## src/rtl/ipad_sync_debounce.sv

```systemverilog
// Pad input conditioner: multi-flop synchroniser, counter-based debouncer with
// registered rise/fall pulses, and a saturating counter of rejected glitches.
module ipad_sync_debounce #(
  parameter int   SYNC_STAGES   = 2,
  parameter int   STABLE_CYCLES = 4,
  parameter logic RESET_VAL     = 1'b0,
  parameter int   GLITCH_W      = 8
) (
  input  logic                clk,
  input  logic                rst_n,
  input  logic                inpad,
  input  logic                clr_glitch,
  output logic                q,
  output logic                rise,
  output logic                fall,
  output logic [GLITCH_W-1:0] glitch_cnt
);

  localparam int CNT_W = $clog2(STABLE_CYCLES + 1);
  localparam logic [CNT_W-1:0] CNT_LAST = CNT_W'(STABLE_CYCLES - 1);

  typedef enum logic {STABLE, PENDING} state_e;

  logic [SYNC_STAGES-1:0] sync_q;
  logic                   s;
  state_e                 state_q;
  logic [CNT_W-1:0]       cnt_q;
  logic                   q_q;
  logic                   rise_q;
  logic                   fall_q;
  logic [GLITCH_W-1:0]    glitch_q;
  logic                   reject;

  // Plain shift chain: nothing may sit between stages, or metastability could leak.
  // NOTE: sequential state is always assigned with <= so every flop samples pre-edge values.
  always_ff @(posedge clk or negedge rst_n) begin
    if (!rst_n) sync_q <= {SYNC_STAGES{RESET_VAL}};
    else        sync_q <= {sync_q[SYNC_STAGES-2:0], inpad};
  end

  assign s      = sync_q[SYNC_STAGES-1];
  assign reject = (state_q == PENDING) && (s == q_q);

  always_ff @(posedge clk or negedge rst_n) begin
    if (!rst_n) begin
      state_q  <= STABLE;
      cnt_q    <= '0;
      q_q      <= RESET_VAL;
      rise_q   <= 1'b0;
      fall_q   <= 1'b0;
      glitch_q <= '0;
    end else begin
      rise_q <= 1'b0;
      fall_q <= 1'b0;
      case (state_q)
        STABLE: begin
          if (s != q_q) begin
            if (STABLE_CYCLES == 1) begin
              q_q    <= s;
              rise_q <= s;
              fall_q <= ~s;
            end else begin
              state_q <= PENDING;
              cnt_q   <= CNT_W'(1);
            end
          end
        end
        PENDING: begin
          if (s != q_q) begin
            if (cnt_q == CNT_LAST) begin
              q_q     <= s;
              rise_q  <= s;
              fall_q  <= ~s;
              cnt_q   <= '0;
              state_q <= STABLE;
            end else begin
              cnt_q <= cnt_q + CNT_W'(1);
            end
          end else begin
            cnt_q   <= '0;
            state_q <= STABLE;
          end
        end
        default: begin
          state_q <= STABLE;
          cnt_q   <= '0;
        end
      endcase

      // Clear wins over a coincident reject; the counter holds at all-ones.
      if (clr_glitch)                  glitch_q <= '0;
      else if (reject && glitch_q != '1) glitch_q <= glitch_q + GLITCH_W'(1);
    end
  end

  assign q          = q_q;
  assign rise       = rise_q;
  assign fall       = fall_q;
  assign glitch_cnt = glitch_q;

endmodule

```

## config.mk

```make
export PLATFORM = sky130hd
export DESIGN_NAME = ipad_sync_debounce
export DESIGN_NICKNAME = d
export VERILOG_FILES = /design/src/rtl/ipad_sync_debounce.sv
export SDC_FILE = /design/constraint.sdc
export NUM_CORES = 1
export LEC_CHECK = 0
export CAP_MARGIN = 0
export CORE_UTILIZATION = 49
export CTS_CLUSTER_SIZE = 30
export DETAILED_ROUTE_END_ITERATION = 8
export GPL_TIMING_DRIVEN = 0
export PLACE_DENSITY_LB_ADDON = 0.08
export SLEW_MARGIN = 20
export SYNTH_ARGS = -nofsm -noshare
export SYNTH_HDL_FRONTEND = slang
export SYNTH_SLANG_ARGS = --single-unit
```

## constraint.sdc

```tcl
create_clock -name clk -period 2.1 [get_ports clk]
set_clock_uncertainty 0.2 [all_clocks]
set_input_delay 0.63 -clock clk [delete_from_list [all_inputs] [get_ports clk]]
set_output_delay 0.63 -clock clk [all_outputs]
set_load 0.02 [all_outputs]
```

---- After elaboration in Yosys (flattened, before gate mapping) ----
Cells that the tools add are included.
operators by class
  add/subtract/negate cells ............... 2
  equality and inequality tests ........... 5
  muxes and demuxes ....................... 16
  bitwise gates (word level) .............. 2
  reduce and logical (&&, ||, !) cells .... 4
operators by type and width
  operator             number
  $mux 8               2
  $mux 1               9
  $mux 3               3
  $add 8x1->8 const B  1
  $ne 8x8->1 const B   1
  $pmux 3 s2           1
  $add 3x1->3 const B  1
  $eq 3x2->1 const B   1
  $reduce_and 3->1     1
  $logic_and 1x1->1    2
  $ne 2x2->1 const B   1
  $not 1->1            2
  $pmux 1 s2           1
  $reduce_bool 2->1    1
  $eq 1x1->1           1
  $ne 1x1->1           1
storage, ports and cells
  register bits after elaboration ......... 17
  input port bits ......................... 4
  output and inout bits ................... 11
  logic and storage cells ................. 36

---- Logic depth before layout (Yosys ltp) ----
  depth after elaboration ................. 5
  gate-level depth with buffers ........... 6

---- Least setup slack after synthesis ----
Ideal clock, no wire load.
  path type ............................... flip-flop to flip-flop
  start ................................... reg glitch_q[0], in the netlist glitch_cnt[0]
  end ..................................... reg glitch_q[5], in the netlist glitch_cnt[5]
  library setup time ...................... 78 ps
  arrival time ............................ 1,560 ps
  required time ........................... 1,822 ps
  setup slack ............................. 262 ps
  stages on the path, launching flop included .. 7
  cell sequence ........................... dfrtp_1 ha_1 nand3_1 o211ai_2 buf_6 or3_1 a21oi_1
on the way
  word-level cells in the longest chain between the ends .. 3
  elaborated cells between the ends (all ways) .. 6
  those cells by class .................... add/sub (1); eq/ne (1); mux (2); reduce/logical (2)
RTL lines
  item                                         RTL line  RTL
  start, declared                              31        logic [GLITCH_W-1:0] glitch_q;
  start signal, assigned                       92        else if (reject && glitch_q != '1) glitch_q <= glitch_q + GLITCH_W'(1);
  $add 8x1->8 or $ne 8x8->1 (tied branches)    92
  $mux 8 or $logic_and 1x1->1 (tied branches)  92
  $mux 8 or $reduce_bool 2->1 (tied branches)  --
Parallel ways exist; a longest one is shown, timed or not. The select of a mux whose other input is x is not followed.
A chain may end at the register's enable or synchronous reset.

---- Final worst setup path ----
  start ................................... reg rise_q, in the netlist rise
  end ..................................... out rise
RTL lines
  item                    RTL line  RTL
  start, declared         29        logic rise_q;
  start signal, assigned  60        rise_q <= s;
  start signal, assigned  72        rise_q <= s;
  end, declared           14        output logic rise,
No word-level cell between the ends.

==> out/qor.csv <==
stage,metric,value,unit
timing,number of hold violations in the final report,0,
detailed_routing,first-pass detailed-route iteration total,4,
power,total power,0.000914,W
clock_network,clock latency on the worst-skew pair,0.29,ns
setup_path,Critical Path AT,1.22,ns
setup_path,worst-path fanout max,1,
setup_path,Max stage delay on crit path,0.60,ns
detailed_routing,DRC,0,
global_routing,first-pass GRT wire length,2530,um
detailed_routing,DR vias,585,
setup_path,WS Path Type,reg2out,
place,post-DP HPWL,999,um
layout,Syn-to-layout area delta,21.2,%
job,max-cap check violation count,0,
layout,"most common cell after layout, fill and taps aside",dfrtp_1,
layout,layout cells sized above 1,0.105,
synthesis,number of synthesized flops with an enable pin,0,
timing,Slew headroom,0.502,
clock_network,CTS Hold Buffers Added,0,
detailed_routing,Total Wirelength,1450,um
global_routing,total grt overflow,0,
timing,Final TNS setup,0,ns
clock_network,H-tree levels,1,
setup_path,critical path endpoint category,output pin,
global_routing,largest net degree at the start of global routing,18,
layout,final std cells w/o fill,101,
setup_path,critical path required time,1.27,ns
detailed_routing,Vias/cell,5.79,
place,GP Congestion,0.766,
synthesis,synthesized instance count,69,
hold_path,Worst Hold Class,reg2reg,
floorplan,Die ar.,1740,um2
clock_network,total CTS buffers,3,
power,P per Cell Area,974,nW/um2
synthesis,"Distinct cells, synth",25,
global_routing,Total GRT Usage,0.196,
floorplan,Boundary Pins,15,
floorplan,num rows,13,
place,port bufs,13,
timing,worst slew pin tran,0.745,ns
detailed_routing,1st-iter DRT viols,9,
synthesis,post-synthesis sequential area ratio,0.549,
clock_network,clk slew on worst S/H paths,0.09,ns
outcome,outcome,completed,
timing,fin crit period,2.05,ns
clock_network,clk root buf,clkbuf_4,
setup_path,Critical-path top delay cell,clkdlybuf4s50_1,
timing,fin crit share,0.975,
place,Cells after DPL,97,
clock_network,clock buffer depth,2,
timing,"Slew Viols, Final",0,
synthesis,synth warn,0,
global_routing,vias in the first global route,569,
setup_path,crit path cell chain,clkdlybuf4s50_1,
floorplan,Initial Util,0.560,
setup_path,CP top delay family,buffers and inverters,
power,peak supply drop,0.499,mV
synthesis,ys flop type,dfrtp_1,
floorplan,Core Area,1380,um2
clock_network,clk sinks,17,
global_routing,antenna violations before repair,0,
floorplan,Chip Width,41.8,um
synthesis,Synth async-reset ratio,1.00,
power,leakage,0.429,nW
synthesis,Post-Syn Area,774,um2
detailed_routing,average wire per standard cell,14.4,um
layout,fin nets,93,
synthesis,"flops & latches, synth",17,
setup_path,worst path bufs/invs,1,
setup_path,Worst Setup Start Kind,flip-flop,
timing,final setup fails,0,
floorplan,Die Ht,41.8,um
layout,ANT cells,0,
timing,RSZ-0062 raised after global routing,false,
timing,final hold slack,0.163,ns
synthesis,Syn Area/Cell,11.2,um2
synthesis,syn nets,75,
clock_network,TritonCTS clock tree,done,
detailed_routing,ANT nets after route,0,
layout,fillers,112,
timing,f_max,0.488,GHz
layout,most frequent cells in the layout,"dfrtp_1, dlygate4sd2_1, a21oi_1, o21ai_0",
layout,Final Core Density,0.679,
## worst paths after layout
path	startpoint	slack (ns)	end	cells after the start
min	sync_q[0]	0.16	sync_q[1]	0
max in group asynchronous	rst_n	0.66	sync_q[0]	1
min in group asynchronous	rst_n	0.57	glitch_cnt[5]	1
min reg2reg	sync_q[0]	0.16	sync_q[1]	0
max reg2reg	q	0.19	glitch_cnt[5]	5
max	rise	0.05	rise	1
## Yosys cell counts, types with 2 or more instances
cell type | n | area (um2)
xor2_1 | 2 | 17.5
or4_1 | 2 | 15.0
ha_1 | 2 | 25.0
nor3b_1 | 3 | 22.5
or3_1 | 2 | 12.5
o21ai_0 | 5 | 25.0
or3_2 | 2 | 15.0
nand3_1 | 4 | 20.0
dfrtp_1 | 17 | 425
nor2_1 | 3 | 11.3
a21oi_1 | 7 | 35.0
o31ai_1 | 3 | 22.5
o21a_1 | 2 | 15.0
nand2_1 | 4 | 15.0
## routing by layer
metal  global-route usage  up-vias  part of all wire
li1                     -      289                 -
met1                0.234      275              0.47
met2                0.313       17              0.46
met3               0.0826        4             0.054
met4               0.0774        0             0.012
met5                    0        -                 0
## state kept, by name, indices dropped and copies added (netlist names)
signal / count
cnt_q: 3
fall: 1
glitch_cnt: 8
q: 1
rise: 1
state_q: 1
sync_q: 2
## cells by family (layout without fill, tap and decap cells)
kind of cell    after synthesis  in the layout  synth area share
compound gates               18             18             0.142
xor+xnor                      3              3            0.0436
fa+ha+maj                     2              2            0.0323
buf+inv                       3             20            0.0242
flops                        17             17             0.549
mux                           2              2            0.0275
simple gates                 24             24             0.181
## final cells by class
type	count	area, um2	area share
sequential	17	425	0.453
multi-input combinational	49	330	0.352
timing repair buffer	13	119	0.127
clock buffer	4	26.3	0.0280
tap	15	18.8	0.0200
buffer	2	15.0	0.0160
inverter	1	3.75	0.00400
## where the power goes
| part | switching [W] | internal [W] | total, W |
|---|---|---|---|
| combinational | 0.000158 | 0.000138 | 0.000296 |
| sequential | 0.0000677 | 0.000379 | 0.000446 |
| clock | 0.0000979 | 0.0000739 | 0.000172 |
| total | 0.000324 | 0.000590 | 0.000914 |
## through the flow
| step | setup slack, ns | area (um2) |
|---|---|---|
| floorplan | 0.262 | 774 |
| global placement | 0.181 | 923 |
| detailed placement | 0.178 | 923 |
| CTS | 0.0309 | 938 |
| global route | 0.000241 | 938 |
| finish | 0.0520 | 938 |
## what timing repair did
action / 4_1_cts / 5_1_grt
setup endpoints to repair: 9 / 0
setup buffers: 0 / 0
gates resized for setup: 9 / 0
Power figures use the tool's default switching activity.
